### config.mk
export PLATFORM = sky130hd
export DESIGN_NAME = quad_encoder_emulator
export DESIGN_NICKNAME = d
export VERILOG_FILES = /design/src/rtl/quad_encoder_emulator.sv
export SDC_FILE = /design/constraint.sdc
export NUM_CORES = 1
export LEC_CHECK = 0
export ABC_AREA = 1
export ABC_CLOCK_PERIOD_IN_PS = 3100
export BUFFER_PORTS_ARGS = -buffer_cell sky130_fd_sc_hd__buf_2
export CELL_PAD_IN_SITES_DETAIL_PLACEMENT = 1
export CELL_PAD_IN_SITES_GLOBAL_PLACEMENT = 1
export CORE_UTILIZATION = 42
export DETAILED_ROUTE_END_ITERATION = 12
export PLACE_DENSITY_LB_ADDON = 0.1
export SKIP_LAST_GASP = 1
export SYNTH_ARGS = -nofsm -noshare
export SYNTH_HDL_FRONTEND = slang
export SYNTH_SLANG_ARGS = --single-unit
export TNS_END_PERCENT = 1
### constraint.sdc
create_clock -name clk -period 3.1 [get_ports clk]
set_input_delay 0.155 -clock clk [delete_from_list [all_inputs] [get_ports clk]]
set_output_delay 0.155 -clock clk [all_outputs]
set_load 0.01 [all_outputs]
### src/rtl/quad_encoder_emulator.sv
// Quadrature A/B generator driven by signed edge-count commands.
// Optional index output (quadZ) is built when QUAD_INDEX_EN is defined.
module quad_encoder_emulator #(
   parameter int unsigned PERIOD_WIDTH = 16,
   parameter int unsigned INDEX_CPR    = 2048
) (
   input  logic                    clk,
   input  logic                    reset,
   input  logic signed [15:0]      cmd_steps,
   input  logic [PERIOD_WIDTH-1:0] edge_period,
   input  logic                    cmd_valid,
   output logic                    cmd_ready,
   input  logic                    abort,
   output logic                    quadA,
   output logic                    quadB,
   output logic                    quadZ,
   output logic                    busy,
   output logic                    done,
   output logic signed [31:0]      position
);

   localparam int unsigned STEP_W = 16;
   localparam int unsigned POS_W  = 32;

   typedef enum logic {IDLE, RUN} state_t;

   state_t                  state, state_n;
   logic [1:0]              phase, phase_n;
   logic [STEP_W-1:0]       remaining, remaining_n;
   logic [PERIOD_WIDTH-1:0] timer, timer_n;
   logic [PERIOD_WIDTH-1:0] period, period_n;
   logic                    dir, dir_n;
   logic signed [POS_W-1:0] position_n;
   logic                    done_n;
   logic                    emit_c;

   // Next-state, move bookkeeping and edge generation
   always_comb begin
      state_n     = state;
      phase_n     = phase;
      remaining_n = remaining;
      timer_n     = timer;
      period_n    = period;
      dir_n       = dir;
      position_n  = position;
      done_n      = 1'b0;
      emit_c      = 1'b0;
      case (state)
         IDLE: begin
            if (cmd_valid && cmd_ready) begin
               if (cmd_steps == 16'sd0) begin
                  done_n = 1'b1;
               end else begin
                  remaining_n = cmd_steps[15] ? STEP_W'(-cmd_steps) : STEP_W'(cmd_steps);
                  dir_n       = ~cmd_steps[15];
                  period_n    = (edge_period == '0) ? PERIOD_WIDTH'(1) : edge_period;
                  timer_n     = period_n;
                  state_n     = RUN;
               end
            end
         end
         RUN: begin
            if (abort) begin
               state_n = IDLE;
            end else if (timer == PERIOD_WIDTH'(1)) begin
               emit_c      = 1'b1;
               timer_n     = period;
               remaining_n = remaining - STEP_W'(1);
               if (remaining == STEP_W'(1)) begin
                  state_n = IDLE;
                  done_n  = 1'b1;
               end
            end else begin
               timer_n = timer - PERIOD_WIDTH'(1);
            end
         end
         default: state_n = IDLE;
      endcase
      if (emit_c) begin
         phase_n    = dir ? phase + 2'd1 : phase - 2'd1;
         position_n = dir ? position + 32'sd1 : position - 32'sd1;
      end
   end

   // Phase index 0..3 maps to {A,B} = 00,10,11,01
   always_ff @(posedge clk or posedge reset) begin
      if (reset) begin
         state     <= IDLE;
         phase     <= 2'd0;
         remaining <= '0;
         timer     <= '0;
         period    <= '0;
         dir       <= 1'b0;
         position  <= '0;
         quadA     <= 1'b0;
         quadB     <= 1'b0;
         busy      <= 1'b0;
         done      <= 1'b0;
         cmd_ready <= 1'b0;
      end else begin
         state     <= state_n;
         phase     <= phase_n;
         remaining <= remaining_n;
         timer     <= timer_n;
         period    <= period_n;
         dir       <= dir_n;
         position  <= position_n;
         quadA     <= phase_n[1] ^ phase_n[0];
         quadB     <= phase_n[1];
         busy      <= (state_n == RUN);
         done      <= done_n;
         cmd_ready <= (state_n == IDLE);
      end
   end

`ifdef QUAD_INDEX_EN
   localparam int unsigned IDX_W = (INDEX_CPR > 1) ? $clog2(INDEX_CPR) : 1;

   logic [IDX_W-1:0] idx, idx_n;

   // Index counter wraps in both directions so Z marks one mechanical point
   always_comb begin
      idx_n = idx;
      if (emit_c) begin
         if (dir) idx_n = (idx == IDX_W'(INDEX_CPR - 1)) ? '0 : idx + IDX_W'(1);
         else     idx_n = (idx == '0) ? IDX_W'(INDEX_CPR - 1) : idx - IDX_W'(1);
      end
   end

   always_ff @(posedge clk or posedge reset) begin
      if (reset) begin
         idx   <= '0;
         quadZ <= 1'b0;
      end else begin
         idx   <= idx_n;
         quadZ <= (idx_n == '0) && (phase_n == 2'd0);
      end
   end
`else
   assign quadZ = 1'b0;
`endif

endmodule

==> run_results.csv <==
group,metric,value,unit
synth,synth_edf_count,0,
timing,period_needed,2690,ps
timing,setup_violations,0,
clocking,cts_buffers,9,
power,p_clk_share,17.3,%
synth,syn_nets,1228,
layout,final_common_cell,"nand2_1",
min_path,min_to,"timer[3]",
synth,synth.yosys.warnings,0,
setup_path,crit_fanout,18,
detailed_routing,final_antenna_net_count,0,
setup_path,worstReg2RegEnd,"position[31]",
floorplan,io_pins,74,
layout,regArea,0.00218,mm²
detailed_routing,viasPerCell,5.11,
power,total_power,6280,µW
grt,track_usage,26.5,%
synth,async_flop_share,100,%
timing,fmax,0.372,GHz
min_path,hold_depth,3,
clocking,holdBufCountCts,1,
floorplan,dieWidth,133,µm
detailed_routing,wl_per_cell,15.1,µm
grt,grt_pass1_vias,7881,
placed_design,portBuffers,72,
clocking,cts_root_buffer,"clkbuf_16",
synth,netlist_instances,1156,
timing,finalHoldViolations,0,
setup_path,worstPathArrival,2930,ps
synth,synthXorXnorAreaFrac,3.15,%
synth,synth_compound_area_share,10.5,%
clocking,clk_latency,350,ps
placed_design,hpwlAfterDp,17000,µm
power,p_sw,3090,µW
setup_path,required,3350,ps
job,drv_cap,0,
synth,postSynthAreaPerCell,6.26,µm²
setup_path,crit_buf_inv,2,
setup_path,worstSetupEndpointType,"flip-flop",
clocking,cts_tree,"done",
layout,final_cell_mix,"nand2_1 (401), inv_1 (177), nor2_1 (129)",
floorplan,die_h,133,µm
power,power_frac_comb,54.5,%
min_path,hp-class,"in2reg",
setup_path,slowest_stage,"inv_1",
grt,grt_max_degree,38,
synth,synth_top_flop_cell,"dfrtp_1",
floorplan,initial_core_util,43.3,%
setup_path,cp_slowest_stage_delay,470,ps
setup_path,worstRegToRegCells,15,
synth,synthMuxAreaShare,0.311,%
detailed_routing,drt_drc_violations_left,0,
synth,seq_area_frac_synth,30.1,%
setup_path,worst-setup-path-type,"reg2reg",
power,ir_worst_vdd,0.361,mV
synth,ys_types,42,
setup_path,crit_chain,"inv_1 -> buf_4 -> ha_1 -> nand2_1 -> nand2_1 -> nand3_1 -> nand2_1 -> nand2_1 -> nand2_1 -> nand2_1 -> nand2_1 -> nand2_1 -> nand2_1 -> nand2_1 -> nand2_1",
setup_path,cp-start-kind,"flip-flop",
layout,multi_input_area,0.00421,mm²
synth,synth-seq-cells,87,
synth,synth_top_family_by_area,"simple AND/OR/NAND/NOR gates",
synth,synth_fa_ha_area_share,6.33,%
clocking,cts_setup_buffers,0,
timing,slew_violations,0,
timing,skew,8.24,ps
detailed_routing,drt_iter0_markers,262,
setup_path,cp_common_cell,"nand2_1",
power,power.internal,3200,µW
clocking,cts.clk_slew.worst_paths,70,ps
clocking,cts_max_path_buffers,2,
floorplan,dieArea,0.0178,mm²
detailed_routing,route.vias.total,7410,
detailed_routing,first_pass_iters,4,
layout,area.growth.synth_to_final,11.7,%
clocking,h-tree-depth,3,
layout,drive_gt1_share,9.85,%
clocking,cts_resized,0,
power,power_leakage,0.00457,µW
timing,setup_tns,0,ps
synth,synth-simple-area-share,37.9,%
layout,nets,1296,
layout,num-fill-cells,2368,
min_path,hp-start,"edge_period[3]",
layout,diodes,0,
power,power_density,778,mW/mm²
floorplan,rows,47,
power,switching_share,49.1,%
grt,antenna_found_initial,0,
clocking,cts_sinks,87,
setup_path,crit_family,"simple AND/OR/NAND/NOR gates",
detailed_routing,wirelength,21900,µm
placed_design,place_congestion,0.842,
timing,period_share,86.7,%
synth,synth_area,0.00724,mm²
grt,grt-ovfl-total,0,
timing,rsz0062_at_grt,"no",
setup_path,rrSetupSlack,410,ps
floorplan,coreArea,0.0167,mm²
power,p_seq_share,28.2,%
setup_path,worstReg2RegStart,"dir",
timing,slew-limit-headroom,53.2,%
grt,grt_pass1_wl,37900,µm
status,status,"complete, no violations",
timing,max_slew.worst_pin.slew,702,ps
-- metal layers --
layer	track usage (%)	routed length [µm]
met5	0	0
met2	47.5	10800
met1	32.9	10000
met4	7.95	384
met3	3.46	676
-- how the worst max path moves through the flow --
stage | start | endpoint | slack (ps) | cells past startpoint
global route | dir | position[28] | 170 | 12
floorplan | reset | cmd_ready | 690 | 1
global placement | dir | position[25] | 450 | 12
finish | dir | position[31] | 410 | 15
detailed placement | dir | position[31] | 380 | 15
CTS | dir | position[31] | 380 | 15
-- power by group through the flow --
| stage | logic, µW | clock network, µW | registers [µW] |
|---|---|---|---|
| floorplan | 2600 | 0 | 1720 |
| global placement | 3320 | 0 | 1770 |
| detailed placement | 3420 | 0 | 1790 |
| CTS | 3450 | 1110 | 1770 |
| global route | 3950 | 1150 | 1820 |
| finish | 3420 | 1090 | 1770 |
-- sequential cells by signal (all words and copies together), names as in the netlist --
register,flops
done,1
timer,16
cmd_ready,1
quadA,1
remaining,16
position,32
phase,2
period,16
dir,1
state,1
-- synth_stat cells (11+ instances only) --
cell type  count  share of area, %
nand2_1      401                21
nand3_1       84               5.8
nor2_1       129               6.7
xnor2_1       19               2.3
dfrtp_1       87                30
ha_1          35               6.1
a21oi_1       38               2.6
nand3b_1      11               1.1
inv_1        178               9.2
o21ai_1       12              0.83
o21ai_0       53               3.7
-- logic make-up after synthesis --
group                      count (synthesis)
DFF                                       87
buffers and inverters                    208
xor gates and xnor gates                  26
and+or+nand+nor                          659
muxes                                      2
adders and majority gates                 36
AOI/OAI and AO/OA                        137
other                                      1
-- per-stage QoR --
| stage | setup WS (ps) | area (µm²) | utilization [%] | hold slack [ps] | std cells |
|---|---|---|---|---|---|
| after floorplan | 695 | 7240 | - | 300 | 1156 |
| after global placement | 448 | 7790 | 46.6 | 289 | 1432 |
| after detailed placement | 375 | 7790 | 46.6 | 287 | 1432 |
| after CTS | 377 | 8080 | 48.4 | 41.7 | 1449 |
| after global routing | 168 | 8080 | 48.4 | 53.2 | 1449 |
| final | 413 | 8080 | 48.4 | 48.5 | 1449 |
-- cell type report --
type                            instances  area share [%]
Clock buffer                           11            3.00
Clock inverter                          5           0.480
Inverter                              183            8.58
Multi-Input combinational cell        861            52.2
Sequential cell                        87            26.9
Tap cell                              220            3.41
Timing Repair Buffer                   82            5.42
-- tightest hold or removal path, cell delays in order --
cell      delay (ps)
buf_2             90
o211ai_1          80
nand2_1           60
Note: power is estimated with default switching activity, not from simulation.
